===== src/rtl/cim_link_pkg.sv =====
// Shared types for the CIM inter-layer link: FSM state encoding and a width helper.
package cim_link_pkg;

  typedef enum logic {
    COLLECT = 1'b0,
    HOLD    = 1'b1
  } link_state_t;

  // Counter width for a 0..x-1 range; never narrower than one bit so x = 1 still works.
  function automatic int safe_clog2(input int x);
    return (x <= 1) ? 1 : $clog2(x);
  endfunction

endpackage


===== src/rtl/func_ibuf_bridge.sv =====
// Serial activation to parallel per-channel ibuf write bridge with pixel/frame counting.
// Optional macro FUNC_IBUF_RELU_EN: clamp negative activations to zero on capture.
module func_ibuf_bridge
  import cim_link_pkg::*;
#(
  parameter int channels      = 96,
  parameter int img_width     = 55,
  parameter int datatype_size = 2
) (
  input  logic                     clk,
  input  logic                     rst,
  input  logic                     i_valid,
  input  logic [datatype_size-1:0] i_data,
  output logic                     o_busy,
  input  logic                     i_ds_busy,
  output logic                     o_ibuf_we      [channels],
  output logic [datatype_size-1:0] o_ibuf_wr_data [channels],
  output logic                     o_frame_done
);

  localparam int FRAME_PX = img_width * img_width;
  localparam int CH_W     = safe_clog2(channels);
  localparam int PX_W     = safe_clog2(FRAME_PX);

  localparam logic [CH_W-1:0] CH_LAST = CH_W'(channels - 1);
  localparam logic [PX_W-1:0] PX_LAST = PX_W'(FRAME_PX - 1);

  // Handshake: one activation moves when i_valid && !o_busy at a rising edge.
  // o_busy is purely the registered HOLD state, so it never depends on i_valid.

  link_state_t              state;
  logic [CH_W-1:0]          ch_cnt;
  logic [PX_W-1:0]          px_cnt;
  logic [datatype_size-1:0] shadow [channels];
  logic [datatype_size-1:0] cap_data;
  logic                     accept;
  logic                     drain;

  assign o_busy = (state == HOLD);
  assign accept = i_valid && !o_busy;
  assign drain  = o_busy && !i_ds_busy;

  always_comb begin
    cap_data = i_data;
`ifdef FUNC_IBUF_RELU_EN
    if (i_data[datatype_size-1]) cap_data = '0;
`endif
  end

  always_ff @(posedge clk) begin
    if (rst) begin
      state        <= COLLECT;
      ch_cnt       <= '0;
      px_cnt       <= '0;
      o_frame_done <= 1'b0;
      for (int c = 0; c < channels; c++) begin
        shadow[c]         <= '0;
        o_ibuf_we[c]      <= 1'b0;
        o_ibuf_wr_data[c] <= '0;
      end
    end else begin
      // Write strobes are single-cycle; data registers keep the last pixel.
      o_frame_done <= 1'b0;
      for (int c = 0; c < channels; c++) o_ibuf_we[c] <= 1'b0;

      if (accept) begin
        shadow[ch_cnt] <= cap_data;
        if (ch_cnt == CH_LAST) begin
          ch_cnt <= '0;
          state  <= HOLD;
        end else begin
          ch_cnt <= ch_cnt + CH_W'(1);
        end
      end

      if (drain) begin
        for (int c = 0; c < channels; c++) begin
          o_ibuf_we[c]      <= 1'b1;
          o_ibuf_wr_data[c] <= shadow[c];
        end
        state <= COLLECT;
        if (px_cnt == PX_LAST) begin
          px_cnt       <= '0;
          o_frame_done <= 1'b1;
        end else begin
          px_cnt <= px_cnt + PX_W'(1);
        end
      end
    end
  end

endmodule


===== config.mk =====
export PLATFORM = sky130hd
export DESIGN_NAME = func_ibuf_bridge
export DESIGN_NICKNAME = d
export VERILOG_FILES = /design/src/rtl/cim_link_pkg.sv /design/src/rtl/func_ibuf_bridge.sv
export SDC_FILE = /design/constraint.sdc
export NUM_CORES = 1
export LEC_CHECK = 0
export ABC_AREA = 1
export BUFFER_PORTS_ARGS = -buffer_cell sky130_fd_sc_hd__buf_2
export CAP_MARGIN = 20
export CORE_AREA = 2 2 168 170
export CTS_CLUSTER_SIZE = 24
export DETAILED_ROUTE_END_ITERATION = 10
export DIE_AREA = 0 0 170 172
export PLACE_DENSITY = 0.8
export SYNTH_ARGS = -nofsm -noshare
export SYNTH_HDL_FRONTEND = slang
export SYNTH_SLANG_ARGS = --single-unit

===== constraint.sdc =====
create_clock -name clk -period 5.5 [get_ports clk]
set_input_delay 0.275 -clock clk [delete_from_list [all_inputs] [get_ports clk]]
set_output_delay 0.275 -clock clk [all_outputs]
set_load 0.005 [all_outputs]

==> run metrics, run 1 <==
outcome finished clean; Switch Pwr 0.001266 W; core area 27480 um^2; Max-slew headroom 0.1766; Gates resized, CTS repair 0; Setup violations, final 0; synth warn 0; Fin. Hold Viols 0; P&R area growth vs syn 14.94%; Max Clk Rate 390.5 MHz; Worst-path clk slew 0.06 ns; CP Buf/Inv Count 2; RD Place Congestion 0.8224; TritonRoute pass-1 iters 6; Hold WC Path Type in -> reg; total gr overflow 0; postcts setup bufs 0; kind of critical path reg -> reg; Initial Utilization 0.5496; clock sink count 406; Critical R2R Launch o_busy; largest net degree at the start of global routing 141; Int Pwr 0.004776 W; Most common cell on crit path nand2_1; vias 10510; Via-to-Cell Ratio 5.568; leading register cell type out of synthesis dfxtp_1; first-pass GRT wire length 53330 um; initial antenna violation count 1; Critical Path Sink o_ibuf_wr_data[37]; Net Sw Frac 0.2095; actual slew at the worst max-slew pin 1.231 ns; TritonCTS buffer count 41; worst skew pair latency 0.54 ns; maximum capacitance violations 0; crit-path max cell delay 0.80 ns; DP HPWL 21520 um; R2R cell count 5; most common cell after layout, fill and taps aside buf_2; arrival time of the worst setup path 3.03 ns; CP Launch Type flop; Synth Area in XOR/XNOR 0.002320; crit-path cells nand2_1 -> nand2_1 -> inv_6 -> buf_4 -> a22o_1; Synth Area in Compound Gates 0.1157; multiplexer share of the synthesized area 0; cell area after synthesis 15100 um^2; drt drc 0; CP Launch Point o_busy; H-tree lvl count 2; Static Leak 7.867 nW; RSZ-0062 raised after global routing false; full die area 29240 um^2; Ports 296; commonest non-fill, non-tap cells in the layout 295 x buf_2, 230 x nand2_1, 230 x nor2_1; # port buffers 295; die width 170 um; chip height 172 um; Synthesized Nets 1346; Bufs on Longest Clock Path 3; CP endpoint kind flop; share of flip-flops with an asynchronous set or reset 0; Rows 61; final setup TNS 0 ns; Detailed Route WL 35640 um; crit path time final 2.561 ns; fin. max-slew vios 0; VDD IR max 296.6 uV; CTS root buf clkbuf_16; CTS tree yes; sequential power share 0.534; # nets final 1517; Synth Area in Adders 0.002486; critical path's top delay family buffers and inverters; final total power 0.006042 W; CTS Hold Bufs 0; #FFs+latches synth 406; worst path required time 5.97 ns; synth unique cells 26; combinational family with the most area after synthesis simple AND/OR/NAND/NOR gates; Post-synth EDFFs 192; PD cells 348.1 nW/um^2; Reg2Reg Setup Slack 2.94 ns; layout cells sized above 1 0.2472; WP depth 5; clk_skew 0.02082 ns; Max Fanout on Critical Path 140; Mapped Cells 1337; wire length per cell 18.88 um; Syn Area/Cell 11.30 um^2; vias in the first global route 9739; CP max-delay cell inv_6; All-Layer GR Usage 0.2354; Iteration-0 DRC Markers 1058; combinational power share 0.022; simple logic cell fraction of the synthesized area 0.1312; Post-DRT Antenna Nets 0; sequential-to-total area share from yosys stat 0.6655; final period utilization 0.4656; Clk pwr share 0.444; reg-to-reg endpoint o_ibuf_wr_data[37]
==> per-stage QoR <==
step           area, um^2  setup slack (ns)  cells  utilization  hold WS [ns]
5_1_grt             17360             2.702   1888       0.6317       0.06608
2_1_floorplan       15100             3.072   1337            -        0.4491
6_report            17360             2.939   1888       0.6317       0.07848
4_1_cts             17290             2.957   1884       0.6292       0.06740
3_5_place_dp        15980             2.660   1808       0.5816        0.4502
3_3_place_gp        15980             2.762   1808       0.5816        0.4506
==> logic make-up after synthesis <==
kind of cell / count (synthesis)
fa+ha+maj: 3
buf+inv: 213
flops: 406
compound gates: 204
xor+xnor: 4
simple gates: 507
==> layer usage <==
layer / wire (um) / global-route usage / part of all wire / up-vias
met4: 1501 / 0.1029 / 0.042 / 0
met3: 2996 / 0.05013 / 0.084 / 97
met2: 16540 / 0.3753 / 0.46 / 477
met1: 14610 / 0.3138 / 0.41 / 5075
li1: - / - / - / 4864
met5: 0 / 0 / 0 / -
==> cells in the mapped netlist (4+ instances only) <==
library cell	count	area, um^2
dfxtp_1	214	4284
nand3_1	23	115.1
a22o_1	192	1682
nor3_1	5	25.02
inv_1	33	123.9
xor2_1	4	35.03
buf_1	7	26.28
nor2_1	235	882.1
buf_4	109	818.3
clkbuf_1	26	97.59
edfxtp_1	192	5766
nand4_1	7	43.79
a21oi_1	5	25.02
nand2_1	230	863.3
buf_2	34	170.2
o21ai_0	4	20.02
==> power by group through the flow <==
stage	Sequential (W)	Combinational [W]	Clock, W
finish	0.00323	0.000131	0.00268
global route	0.00323	0.000142	0.00283
CTS	0.00323	0.000128	0.00271
detailed placement	0.00329	0.000128	0
global placement	0.00329	0.000123	0
floorplan	0.00328	0.0000980	0
==> state kept, by name, indices dropped and copies added (netlist names) <==
signal	count
o_busy	1
o_frame_done	1
px_cnt	12
ch_cnt	7
shadow	192
o_ibuf_we	1
o_ibuf_wr_data	192
==> cell type report <==
cell class	count	area (um^2)
fill	2129	10120
sequential	406	10050
multi-input combinational	718	3825
timing repair buffer	304	1589
clock buffer	62	1186
tap	346	432.9
inverter	37	148.9
clock inverter	14	122.6
antenna	1	2.502
==> worst min path at each step <==
| stage | startpoint | end | slack (ns) | depth (start not counted) |
|---|---|---|---|---|
| 3_3_place_gp | shadow[35][0] | o_ibuf_wr_data[120] | 0.45 | 1 |
| 5_1_grt | rst | px_cnt[5] | 0.07 | 2 |
| 6_report | rst | px_cnt[5] | 0.08 | 2 |
| 3_5_place_dp | o_ibuf_wr_data[154] | o_ibuf_wr_data[154] | 0.45 | 1 |
| 2_1_floorplan | shadow[95][0] | o_ibuf_wr_data[0] | 0.45 | 1 |
| 4_1_cts | rst | px_cnt[5] | 0.07 | 2 |
==> worst register-to-register path, cell delays in order (launching register included) <==
cell	delay (ns)
dfxtp_1	0.35
nand2_1	0.25
nand2_1	0.23
inv_6	0.80
buf_4	0.64
a22o_1	0.24
Note: power is estimated with default switching activity, not from simulation.
==> inputs of run 2 (changes only) <==
--- a/config.mk
+++ b/config.mk
@@ -8,11 +8,11 @@
 export ABC_AREA = 1
 export BUFFER_PORTS_ARGS = -buffer_cell sky130_fd_sc_hd__buf_2
 export CAP_MARGIN = 20
-export CORE_AREA = 2 2 168 170
+export CORE_AREA = 2 2 179 181
 export CTS_CLUSTER_SIZE = 24
 export DETAILED_ROUTE_END_ITERATION = 10
-export DIE_AREA = 0 0 170 172
-export PLACE_DENSITY = 0.8
+export DIE_AREA = 0 0 181 183
+export PLACE_DENSITY = 0.74
 export SYNTH_ARGS = -nofsm -noshare
 export SYNTH_HDL_FRONTEND = slang
 export SYNTH_SLANG_ARGS = --single-unit
==> constraint.sdc (replaced) <==
create_clock -name clk -period 2.2 [get_ports clk]
set_input_delay 0.11 -clock clk [delete_from_list [all_inputs] [get_ports clk]]
set_output_delay 0.11 -clock clk [all_outputs]
set_load 0.005 [all_outputs]
==> run metrics, run 2 (same netlist as run 1, synthesis figures left out) <==
# nets final 1546; final setup TNS 0 ns; maximum capacitance violations 0; Switch Pwr 0.003209 W; CP Launch Point ch_cnt[0]; post-route cell area 17830 um^2; vias 10540; TritonCTS buffer count 40; drt drc 0; Most common cell on crit path nand2_1; Int Pwr 0.01221 W; DP HPWL 23380 um; H-tree lvl count 2; vias in the first global route 10040; CP Launch Type flop; PD cells 864.8 nW/um^2; clk_skew 0.02469 ns; CP max-delay cell dfxtp_1; All-Layer GR Usage 0.2131; combinational power share 0.023; crit path time final 1.820 ns; arrival time of the worst setup path 2.06 ns; most common cell after layout, fill and taps aside buf_2; clock sink count 406; Setup violations, final 0; utilization after layout 0.5708; core area 31230 um^2; Met2 Wirelength 17580 um; Max Clk Rate 549.3 MHz; actual slew at the worst max-slew pin 0.5924 ns; placed cell area 16430 um^2; Met1 Wirelength 15200 um; worst path required time 2.44 ns; first-pass GRT wire length 55460 um; R2R cell count 6; top sig layer met4; Max Fanout on Critical Path 10; postcts setup bufs 0; Hold WC Path Type in -> reg; Ports 296; initial antenna violation count 0; DP Cell Count 1895; ant diodes 0; crit-path max cell delay 0.47 ns; WL met3 2549 um; CTS root buf clkbuf_16; total gr overflow 0; Static Leak 8.092 nW; Fin. Hold Viols 0; fin. max-slew vios 0; Max-slew headroom 0.6051; CTS tree yes; TritonRoute pass-1 iters 5; Iteration-0 DRC Markers 1078; Critical R2R Launch ch_cnt[0]; Via-to-Cell Ratio 5.346; Layout Cells excl Fill 1971; wire length per cell 18.41 um; biggest regs o_ibuf_wr_data (192), shadow (192), px_cnt (12); layout cells sized above 1 0.2645; Net Sw Frac 0.2081; sequential power share 0.523; RD Place Congestion 0.8100; P&R area growth vs syn 18.04%; Worst Hold Launch i_ds_busy; chip height 183 um; CP endpoint kind flop; Rows 65; worst skew pair latency 0.54 ns; crit-path cells nand3_1 -> nor2_2 -> inv_1 -> nor2_4 -> nand2_1 -> nand2_1; kind of critical path reg -> reg; Clk pwr share 0.453; Post-DRT Antenna Nets 0; RSZ-0062 raised after global routing false; commonest non-fill, non-tap cells in the layout 295 x buf_2, 230 x nand2_1, 230 x nor2_1; full die area 33120 um^2; VDD IR max 586.8 uV; Initial Utilization 0.4836; Detailed Route WL 36280 um; # port buffers 295; Worst-path clk slew 0.06 ns; final period utilization 0.8274; Hold Path Depth 4; outcome finished clean; Bufs on Longest Clock Path 3; largest net degree at the start of global routing 97; die width 181 um
## run 2: through the flow
step	total power, W	setup slack (ns)	hold WS (ns)
after global placement	0.008574	0.4648	0.4375
after CTS	0.01552	0.4024	0.1394
after detailed placement	0.008591	0.4142	0.4508
final	0.01542	0.3796	0.1466
after global routing	0.01586	0.2264	0.1707
after floorplan	0.008452	0.7188	0.3244
## run 2: worst paths after layout
kind | slack (ns) | to
worst max register to register | 0.38 | shadow[47][0]
worst min register to register | 0.46 | o_ibuf_wr_data[22]
worst max-delay path | 0.38 | shadow[47][0]
worst min-delay path | 0.15 | o_frame_done
## run 2: area by class of cell
cell class / count / area, um^2
clock inverter: 17 / 203.9
tap: 402 / 503.0
inverter: 37 / 148.9
clock buffer: 57 / 1176
multi-input combinational: 718 / 3819
sequential: 406 / 10050
timing repair buffer: 334 / 1924
fill: 2585 / 13400
## run 2: routing by layer
layer | global-route usage | vias to the layer above
li1 | - | 4928
met1 | 0.2800 | 5133
met2 | 0.3629 | 415
met3 | 0.03832 | 60
met4 | 0.06374 | 0
met5 | 0 | -
## run 2: critical path, delay by kind of cell (launching register included)
kind          cells  cell delay, ns
flops             1            0.47
simple gates      5            0.96
buf+inv           1            0.10
## run 2: power groups by stage
| stage | clock network [W] | registers [W] | logic, W |
|---|---|---|---|
| CTS | 0.00708 | 0.00807 | 0.000362 |
| detailed placement | 0 | 0.00823 | 0.000358 |
| global placement | 0 | 0.00823 | 0.000345 |
| floorplan | 0 | 0.00821 | 0.000245 |
| finish | 0.00699 | 0.00807 | 0.000360 |
| global route | 0.00739 | 0.00808 | 0.000391 |
## run 2: what timing repair did
action                    CTS  global route
hold endpoints to repair    5             0
hold buffers                2             0
resized for setup           0             0
